$ cat src/rtl/div_unit.sv
// -----------------------------------------------------------------------------
// div_unit
//   Multi-cycle integer divider for the MIPS execute stage (DIV / DIVU).
//   Restoring division, one quotient bit per cycle, WIDTH iterations.
//   The quotient feeds the LO write data and the remainder feeds the HI write
//   data. res_valid is the one-cycle write strobe toward the HI/LO block.
//
// Ports
//   clk          clock, all state changes on the rising edge
//   rst          synchronous, active-high reset
//   start        division request, sampled only while idle
//   signed_div   1 = DIV (two's complement), 0 = DIVU; sampled with start
//   dividend     rs operand, sampled with start
//   divisor      rt operand, sampled with start
//   cancel       exception/flush; aborts any operation, beats start
//   busy         high in every state except IDLE (holds E-stage)
//   res_valid    one-cycle result strobe (DONE and not cancelled)
//   quotient     registered quotient (LO)
//   remainder    registered remainder (HI)
//   div_by_zero  registered flag for the last completed result
//   state_dbg    current FSM state (0 = IDLE, 1 = CALC, 2 = DONE)
//
// Handshake: a request is taken on the rising edge where start=1, cancel=0
// and the unit is idle (busy=0). The result is presented while res_valid=1;
// that cycle always happens, there is no downstream back-pressure. Results
// stay on quotient/remainder/div_by_zero until the next completed division.
// -----------------------------------------------------------------------------
module div_unit #(
  parameter int WIDTH = 32
) (
  input  logic             clk,
  input  logic             rst,
  input  logic             start,
  input  logic             signed_div,
  input  logic [WIDTH-1:0] dividend,
  input  logic [WIDTH-1:0] divisor,
  input  logic             cancel,
  output logic             busy,
  output logic             res_valid,
  output logic [WIDTH-1:0] quotient,
  output logic [WIDTH-1:0] remainder,
  output logic             div_by_zero,
  output logic [1:0]       state_dbg
);

  typedef enum logic [1:0] {
    S_IDLE = 2'd0,
    S_CALC = 2'd1,
    S_DONE = 2'd2
  } state_t;

  localparam int CW = (WIDTH > 1) ? $clog2(WIDTH) : 1;
  localparam logic [CW-1:0] LAST_ITER = CW'(WIDTH - 1);

  state_t state_q, state_d;

  // Iteration state
  logic [WIDTH-1:0] rem_q;   // partial remainder, always < divisor magnitude
  logic [WIDTH-1:0] dvd_q;   // dividend magnitude shifting out, quotient bits in
  logic [WIDTH-1:0] dvs_q;   // divisor magnitude
  logic             q_neg_q;
  logic             r_neg_q;
  logic [CW-1:0]    cnt_q;

  // Control strobes from the FSM
  logic accept;      // latch operands and begin iterating
  logic zero_load;   // divisor is zero: load the fixed result directly
  logic finish;      // last iteration: register sign-corrected results

  function automatic logic [WIDTH-1:0] negate(input logic [WIDTH-1:0] x);
    return ~x + WIDTH'(1);
  endfunction

  // ---------------------------------------------------------------------------
  // FSM
  // ---------------------------------------------------------------------------
  always_ff @(posedge clk) begin
    if (rst) state_q <= S_IDLE;
    else     state_q <= state_d;
  end

  always_comb begin
    state_d   = state_q;
    accept    = 1'b0;
    zero_load = 1'b0;
    finish    = 1'b0;
    res_valid = 1'b0;
    busy      = (state_q != S_IDLE);
    if (cancel) begin
      state_d = S_IDLE;
    end else begin
      case (state_q)
        S_IDLE: begin
          if (start) begin
            if (divisor == '0) begin
              zero_load = 1'b1;
              state_d   = S_DONE;
            end else begin
              accept  = 1'b1;
              state_d = S_CALC;
            end
          end
        end
        S_CALC: begin
          if (cnt_q == LAST_ITER) begin
            finish  = 1'b1;
            state_d = S_DONE;
          end
        end
        S_DONE: begin
          res_valid = 1'b1;
          state_d   = S_IDLE;
        end
        default: state_d = S_IDLE;
      endcase
    end
  end

  assign state_dbg = state_q;

  // ---------------------------------------------------------------------------
  // Operand magnitudes (sampled on accept)
  // ---------------------------------------------------------------------------
  logic             a_neg, b_neg;
  logic [WIDTH-1:0] a_mag, b_mag;

  assign a_neg = signed_div & dividend[WIDTH-1];
  assign b_neg = signed_div & divisor[WIDTH-1];
  // The most negative value negates to itself, which is its correct unsigned
  // magnitude, so -2^(WIDTH-1) needs no special handling.
  assign a_mag = a_neg ? negate(dividend) : dividend;
  assign b_mag = b_neg ? negate(divisor)  : divisor;

  // ---------------------------------------------------------------------------
  // One restoring step
  // ---------------------------------------------------------------------------
  // The shifted remainder needs WIDTH+1 bits: with a divisor magnitude of up
  // to 2^WIDTH-1 the doubled remainder can exceed WIDTH bits. The trial
  // difference is one bit wider again so its MSB is a clean borrow flag.
  logic [WIDTH:0]   shifted;
  logic [WIDTH+1:0] trial;
  logic             borrow;
  logic [WIDTH-1:0] rem_next;
  logic [WIDTH-1:0] dvd_next;
  logic             unused_trial_bit;

  assign shifted  = {rem_q, dvd_q[WIDTH-1]};
  assign trial    = {1'b0, shifted} - {2'b00, dvs_q};
  assign borrow   = trial[WIDTH+1];
  // After a successful subtract the result is below the divisor, so it fits
  // in WIDTH bits; likewise the shifted value when the subtract borrows.
  assign rem_next = borrow ? shifted[WIDTH-1:0] : trial[WIDTH-1:0];
  assign dvd_next = {dvd_q[WIDTH-2:0], ~borrow};
  assign unused_trial_bit = trial[WIDTH];

  // ---------------------------------------------------------------------------
  // Datapath registers
  // ---------------------------------------------------------------------------
  always_ff @(posedge clk) begin
    if (rst) begin
      rem_q       <= '0;
      dvd_q       <= '0;
      dvs_q       <= '0;
      q_neg_q     <= 1'b0;
      r_neg_q     <= 1'b0;
      cnt_q       <= '0;
      quotient    <= '0;
      remainder   <= '0;
      div_by_zero <= 1'b0;
    end else if (!cancel) begin
      if (accept) begin
        rem_q   <= '0;
        dvd_q   <= a_mag;
        dvs_q   <= b_mag;
        q_neg_q <= a_neg ^ b_neg;
        r_neg_q <= a_neg;
        cnt_q   <= '0;
      end
      if (zero_load) begin
        quotient    <= '1;
        remainder   <= dividend;
        div_by_zero <= 1'b1;
      end
      if (state_q == S_CALC) begin
        rem_q <= rem_next;
        dvd_q <= dvd_next;
        cnt_q <= cnt_q + CW'(1);
      end
      if (finish) begin
        quotient    <= q_neg_q ? negate(dvd_next) : dvd_next;
        remainder   <= r_neg_q ? negate(rem_next) : rem_next;
        div_by_zero <= 1'b0;
      end
    end
  end

endmodule

$ cat config.mk
export PLATFORM = sky130hd
export DESIGN_NAME = div_unit
export DESIGN_NICKNAME = d
export VERILOG_FILES = /design/src/rtl/div_unit.sv
export SDC_FILE = /design/constraint.sdc
export NUM_CORES = 1
export LEC_CHECK = 0
export BUFFER_PORTS_ARGS = -buffer_cell sky130_fd_sc_hd__buf_2
export CAP_MARGIN = 20
export CORE_MARGIN = 2
export CORE_UTILIZATION = 40
export DETAILED_ROUTE_END_ITERATION = 16
export PLACE_DENSITY = 0.63
export SLEW_MARGIN = 20
export SYNTH_ARGS = -nofsm -noshare
export SYNTH_HDL_FRONTEND = slang
export SYNTH_SLANG_ARGS = --single-unit
$ cat constraint.sdc
create_clock -name clk -period 8.03 [get_ports clk]
set_clock_uncertainty 0.15 [all_clocks]
set_input_delay 1.606 -clock clk [delete_from_list [all_inputs] [get_ports clk]]
set_output_delay 1.606 -clock clk [all_outputs]
set_load 0.03 [all_outputs]
==> impl_metrics.ini, run 1 <==
[synth]
yosys.area_share.simple_pct = 24.6
seq_area_frac_synth_pct = 28.1
synthTopCellsByArea = dfxtp_1 28%, nor2_1 8.3%, a211oi_1 5.9%
netlist_area_um2 = 12100
synth_top_family_by_area = compound AO/OA/AOI/OAI gates
async_flop_share_pct = 0
synth_nets = 1739
yosysUniqueCellTypes = 78
synth_compound_area_share_pct = 26.4
syn_inst = 1631
synth-seq-cells = 170
synth_warnings = 0
synthAdderAreaFrac_pct = 4.10
yosysTopAreaCellShare_pct = 28.1
synth_flop_cell = dfxtp_1
yosysTopAreaCell = dfxtp_1
muxShareOfSynthArea_pct = 2.52
syn_area_per_cell_um2 = 7.42
synth_edf_count = 0
synth_xor_area_share_pct = 9.05

[placement]
gp_congestion = 0.901
numPortBuffers = 137
post-dp-hpwl_um = 26100

[cells_and_area]
area_growth_pct = 12.6
fillCellCount = 3036
final_cell_mix = 265 x nor2_1, 170 x dfxtp_1, 163 x nand2_1
seq_area_um2 = 3400
multi_input_area_um2 = 8090
drive_gt1_share_pct = 12.7
final_nets = 1807
final_common_cell = nor2_1
n_antenna_cell = 0
final_util_pct = 45.9

[global_routing]
grt_pass1_wl_um = 56700
grt_max_degree = 96
gr-total-overflow = 0
grt_pass1_vias = 10900
antenna_found_initial = 0
grtUsageTotal_pct = 22.2

[die]
io_pins = 138
initial_utilization_pct = 40.7
dieHeight_um = 178
core-area_um2 = 29700
rows = 63
dieArea_um2 = 31700
die_x_um = 178

[setup_path]
worstSetupPathType = in2reg
r2r_cells = 13
crit_arrival_ps = 5540
required_ps = 8190
startpoint_type = input pin
cp-end-kind = register
worstPathMaxFanout = 41

[clock_tree]
cts_resized = 0
clk_path_buf_depth = 2
post_cts_buffers = 0
clk_pin_slew_ps = 80
cts_buffers = 17
clock_latency_ps = 440
htreeDepth = 4
cts_tree = built
cts_root_buf = clkbuf_16
cts_sinks = 170
hold_buffers = 0

[detailed_routing]
dr.pass1.iters = 5
drc = 0
viasPerCell = 5.73
routed_wl_um = 35400
wl_per_cell_um = 16.8
vias = 12000
drtIter0Drc = 1037
drt.antenna.violating_nets = 0

[timing]
fin_crit_sh_pct = 66.9
fmax_mhz = 186
timing.slew.headroom_pct = 28.7
fin_setup_tns_ps = 0
finalHoldViolCount = 0
max_slew.worst_pin.slew_ps = 1070
drv_slew = 0
rsz0062_at_grt = no
setup_viol = 0
period_needed_ps = 5370

[power]
peakVddDrop_mv = 0.143
totalPowerFinal_mw = 2.24
power.share.switching_pct = 33.6
p_sw_uw = 750
power_density_nw_per_um2 = 164
clockPowerShare_pct = 39.6
total_leakage_power_nw = 5.35
p_comb_share_pct = 20.6
p_seq_share_pct = 39.8
p_int_mw = 1.49

[min_path]
whs_path_depth = 2
min_path_type = reg2reg

[run_status]
outcome = complete, no violations

[job]
maxCapViolCount = 0
[cell families after synthesis]
kind of cell	after synthesis
buf+inv	159
compound gates	465
fa+ha+maj	39
xor+xnor	125
simple gates	643
mux	30
flops	170
[Yosys cell counts (all sizes together), types with 6 or more instances]
cell and count:
a2111oi 7, a211oi 95, a21boi 6, a21o 9, a21oi 109, a221oi 14, a311oi 10, a31oi 37
and2 13, and3 16, buf 26, clkbuf 76, dfxtp 170, ha 38, inv 57, mux2i 26
nand2 163, nand2b 9, nand3 34, nand4 15, nor2 267, nor2b 8, nor3 42, nor4 25
nor4b 6, o211ai 9, o21a 13, o21ai 55, o31a 8, o31ai 26, o41ai 20, or2 10
or3 6, or4 16, xnor2 50, xor2 75
[path summary, 6_finish.rpt]
check	start	end	slack [ps]
min	dvs_q[22]	dvs_q[22]	300
min reg2reg	dvs_q[22]	dvs_q[22]	300
max	divisor[0]	remainder[7]	2660
max reg2reg	rem_q[12]	remainder[29]	2710
[registers in the layout (all words and copies together) (netlist names)]
signal / flops
state_dbg: 2
dvs_q: 32
cnt_q: 5
remainder: 32
div_by_zero: 1
rem_q: 32
q_neg_q: 1
r_neg_q: 1
dvd_q: 32
quotient: 32
[per-stage QoR]
stage	cells	cell area (um^2)	setup slack, ps	hold slack (ps)
global route	2102	13600	2320	320
detailed placement	2070	13000	2190	297
finish	2102	13600	2660	304
CTS	2102	13600	2680	306
global placement	2070	13000	2370	289
floorplan	1631	12100	3290	282
[layer usage]
metal / track usage, % / part of all wire, % / vias to the layer above
met5: 0 / 0 / -
met4: 5.57 / 1.5 / 0
met3: 2.57 / 5.7 / 40
met2: 36.1 / 45 / 369
met1: 31.2 / 48 / 5548
li1: - / - / 6081
[power by group through the flow]
| stage | clock, mW | sequential [mW] | combinational, mW |
|---|---|---|---|
| after floorplan | 0 | 0.902 | 0.331 |
| after global placement | 0 | 0.909 | 0.447 |
| after detailed placement | 0 | 0.909 | 0.451 |
| after CTS | 0.898 | 0.889 | 0.454 |
| after global routing | 0.932 | 0.894 | 0.511 |
| final | 0.886 | 0.890 | 0.460 |
[cell type report]
type,count,share of cell area (%)
inverter,57,1.57
clock inverter,15,1.58
clock buffer,17,3.12
tap,390,3.58
multi-input combinational,1302,59.4
sequential,170,25.0
timing repair buffer,151,5.82
[critical path, cell delays in order]
cell and delay, ps:
buf_2 120, inv_1 50, ha_1 180, nor4b_4 320
nand3_2 190, or4_4 450, or4_4 460, nor4_4 500
nand2_1 90, buf_4 290, nand2_1 780, nor2_1 70
a2111oi_0 410
(Power assumes the default switching activity.)
==> run 2, diff against run 1 <==
clock period = 5.2 ns   (was 8.03 ns; I/O delays follow)
==> impl_metrics.ini, run 2 (same netlist as run 1, synthesis figures left out) <==
[run_status]
outcome = complete, no violations

[power]
p_comb_share_pct = 21.5
power_density_nw_per_um2 = 247
p_seq_share_pct = 40.8
totalPowerFinal_mw = 3.37
total_leakage_power_nw = 5.38
clockPowerShare_pct = 37.7
power.share.switching_pct = 33.6
p_int_mw = 2.23
peakVddDrop_mv = 0.251
p_sw_mw = 1.13

[die]
die_x_um = 178
core-area_um2 = 29700
dieHeight_um = 178
rows = 63
io_pins = 138
initial_utilization_pct = 40.7
dieArea_um2 = 31700

[timing]
finalHoldViolCount = 0
rsz0062_at_grt = no
max_slew.worst_pin.slew_ps = 1050
fin_crit_sh_pct = 91.2
drv_slew = 0
period_needed_ps = 4740
fmax_mhz = 211
fin_setup_tns_ps = 0
setup_viol = 0
timing.slew.headroom_pct = 30.0

[setup_path]
r2r-start = dvs_q[22]
r2r_slack_ps = 460
worstSetupPathType = reg2reg
cp_cell_sequence = inv_1 > ha_1 > nand4_1 > or3b_1 > a2bb2oi_1 > a21o_1 > nand3_2 > nand2_1 > o21ai_1 > ha_1 > o21ai_0 > nor4_1 > and2_1 > a32o_1 > nand4_1 > buf_4 > o311ai_0 > nand3_1
required_ps = 5350
worstPathMaxFanout = 7
r2r_cells = 18
startpoint_type = register
slowest_delay_ps = 450
endpoint = remainder[24]
critical_path.startpoint = dvs_q[22]
cp-end-kind = register
rr_endpoint = remainder[24]
slowest_stage = or3b_1
crit_arrival_ps = 4900

[min_path]
min_path_type = reg2reg
min_from = dvs_q[18]

[detailed_routing]
wl_per_cell_um = 17.1
dr.pass1.iters = 5
drt.antenna.violating_nets = 0
drc = 0
viasPerCell = 5.72
routed_wl_um = 36100
vias = 12100
drtIter0Drc = 1051

[clock_tree]
cts_sinks = 170
cts_tree = built
post_cts_buffers = 0
clk_path_buf_depth = 2
clk_pin_slew_ps = 80
cts_buffers = 17
htreeDepth = 4
clock_latency_ps = 430
cts_root_buf = clkbuf_16

[job]
maxCapViolCount = 0

[global_routing]
antenna_found_initial = 1
grtUsageMet2_pct = 36.5
busiest_layer = met2
gr-total-overflow = 0
grt_pass1_wl_um = 58000
grt_pass1_vias = 11000
met3_usage_pct = 3.38
grt.met1_usage_pct = 31.7
grt_max_degree = 79
grtUsageTotal_pct = 22.8

[cells_and_area]
final_util_pct = 45.9
drive_gt1_share_pct = 13.1
final_cell_mix = 265 x nor2_1, 170 x dfxtp_1, 163 x nand2_1
final_area_um2 = 13600
fillCellCount = 3054
final_nets = 1815
finalNonFillerCells = 2110
final_common_cell = nor2_1
n_antenna_cell = 0
area_growth_pct = 12.8

[placement]
place_area_um2 = 13100
dp.cells = 2078
post-dp-hpwl_um = 27200
numPortBuffers = 137
gp_congestion = 0.948
==> run 2: timing repair <==
item,in CTS,in global routing
resized for setup,0,1
setup endpoints to repair,0,1
hold buffers,0,0
==> run 2: worst min-delay path by stage <==
stage                 to  slack, ps  cells after the start
6_report       dvs_q[18]        300                      2
4_1_cts        dvs_q[31]        310                      2
5_1_grt        dvs_q[31]        340                      2
3_5_place_dp   dvs_q[31]        300                      2
2_1_floorplan  dvs_q[18]        280                      2
3_3_place_gp   dvs_q[21]        290                      2
==> run 2: metal layers <==
metal | wire length [um] | share of wire, %
met3 | 2010 | 5.6
met1 | 17400 | 48
met5 | 9 | 0.025
met4 | 698 | 1.9
met2 | 16000 | 44
==> run 2: cell type report <==
| type | instances | area (um^2) | area share (%) |
|---|---|---|---|
| Clock inverter | 15 | 149 | 1.09 |
| Timing Repair Buffer | 159 | 878 | 6.44 |
| Tap cell | 390 | 488 | 3.58 |
| Sequential cell | 170 | 3400 | 24.9 |
| Clock buffer | 17 | 425 | 3.12 |
| Multi-Input combinational cell | 1302 | 8090 | 59.3 |
| Inverter | 57 | 214 | 1.57 |
==> run 2: metrics by stage <==
stage / setup WS [ps] / hold slack, ps
after floorplan: 456 / 282
after global placement: 497 / 290
after detailed placement: 355 / 296
after CTS: 502 / 306
after global routing: 90.7 / 339
final: 456 / 302
==> run 2: worst max-delay path, delay by kind of cell (launching register included) <==
| kind | cells | cell delay [ps] |
|---|---|---|
| and+or+nand+nor | 8 | 1930 |
| AOI/OAI and AO/OA | 6 | 1230 |
| adders and majority gates | 2 | 650 |
| DFF | 1 | 340 |
| buffers and inverters | 2 | 310 |
==> run 2: power groups by stage <==
stage               registers, mW  clock network, mW  logic (mW)
CTS                          1.37               1.29       0.716
global placement             1.40                  0       0.708
finish                       1.37               1.27       0.725
floorplan                    1.39                  0       0.511
global route                 1.38               1.35       0.802
detailed placement           1.40                  0       0.713
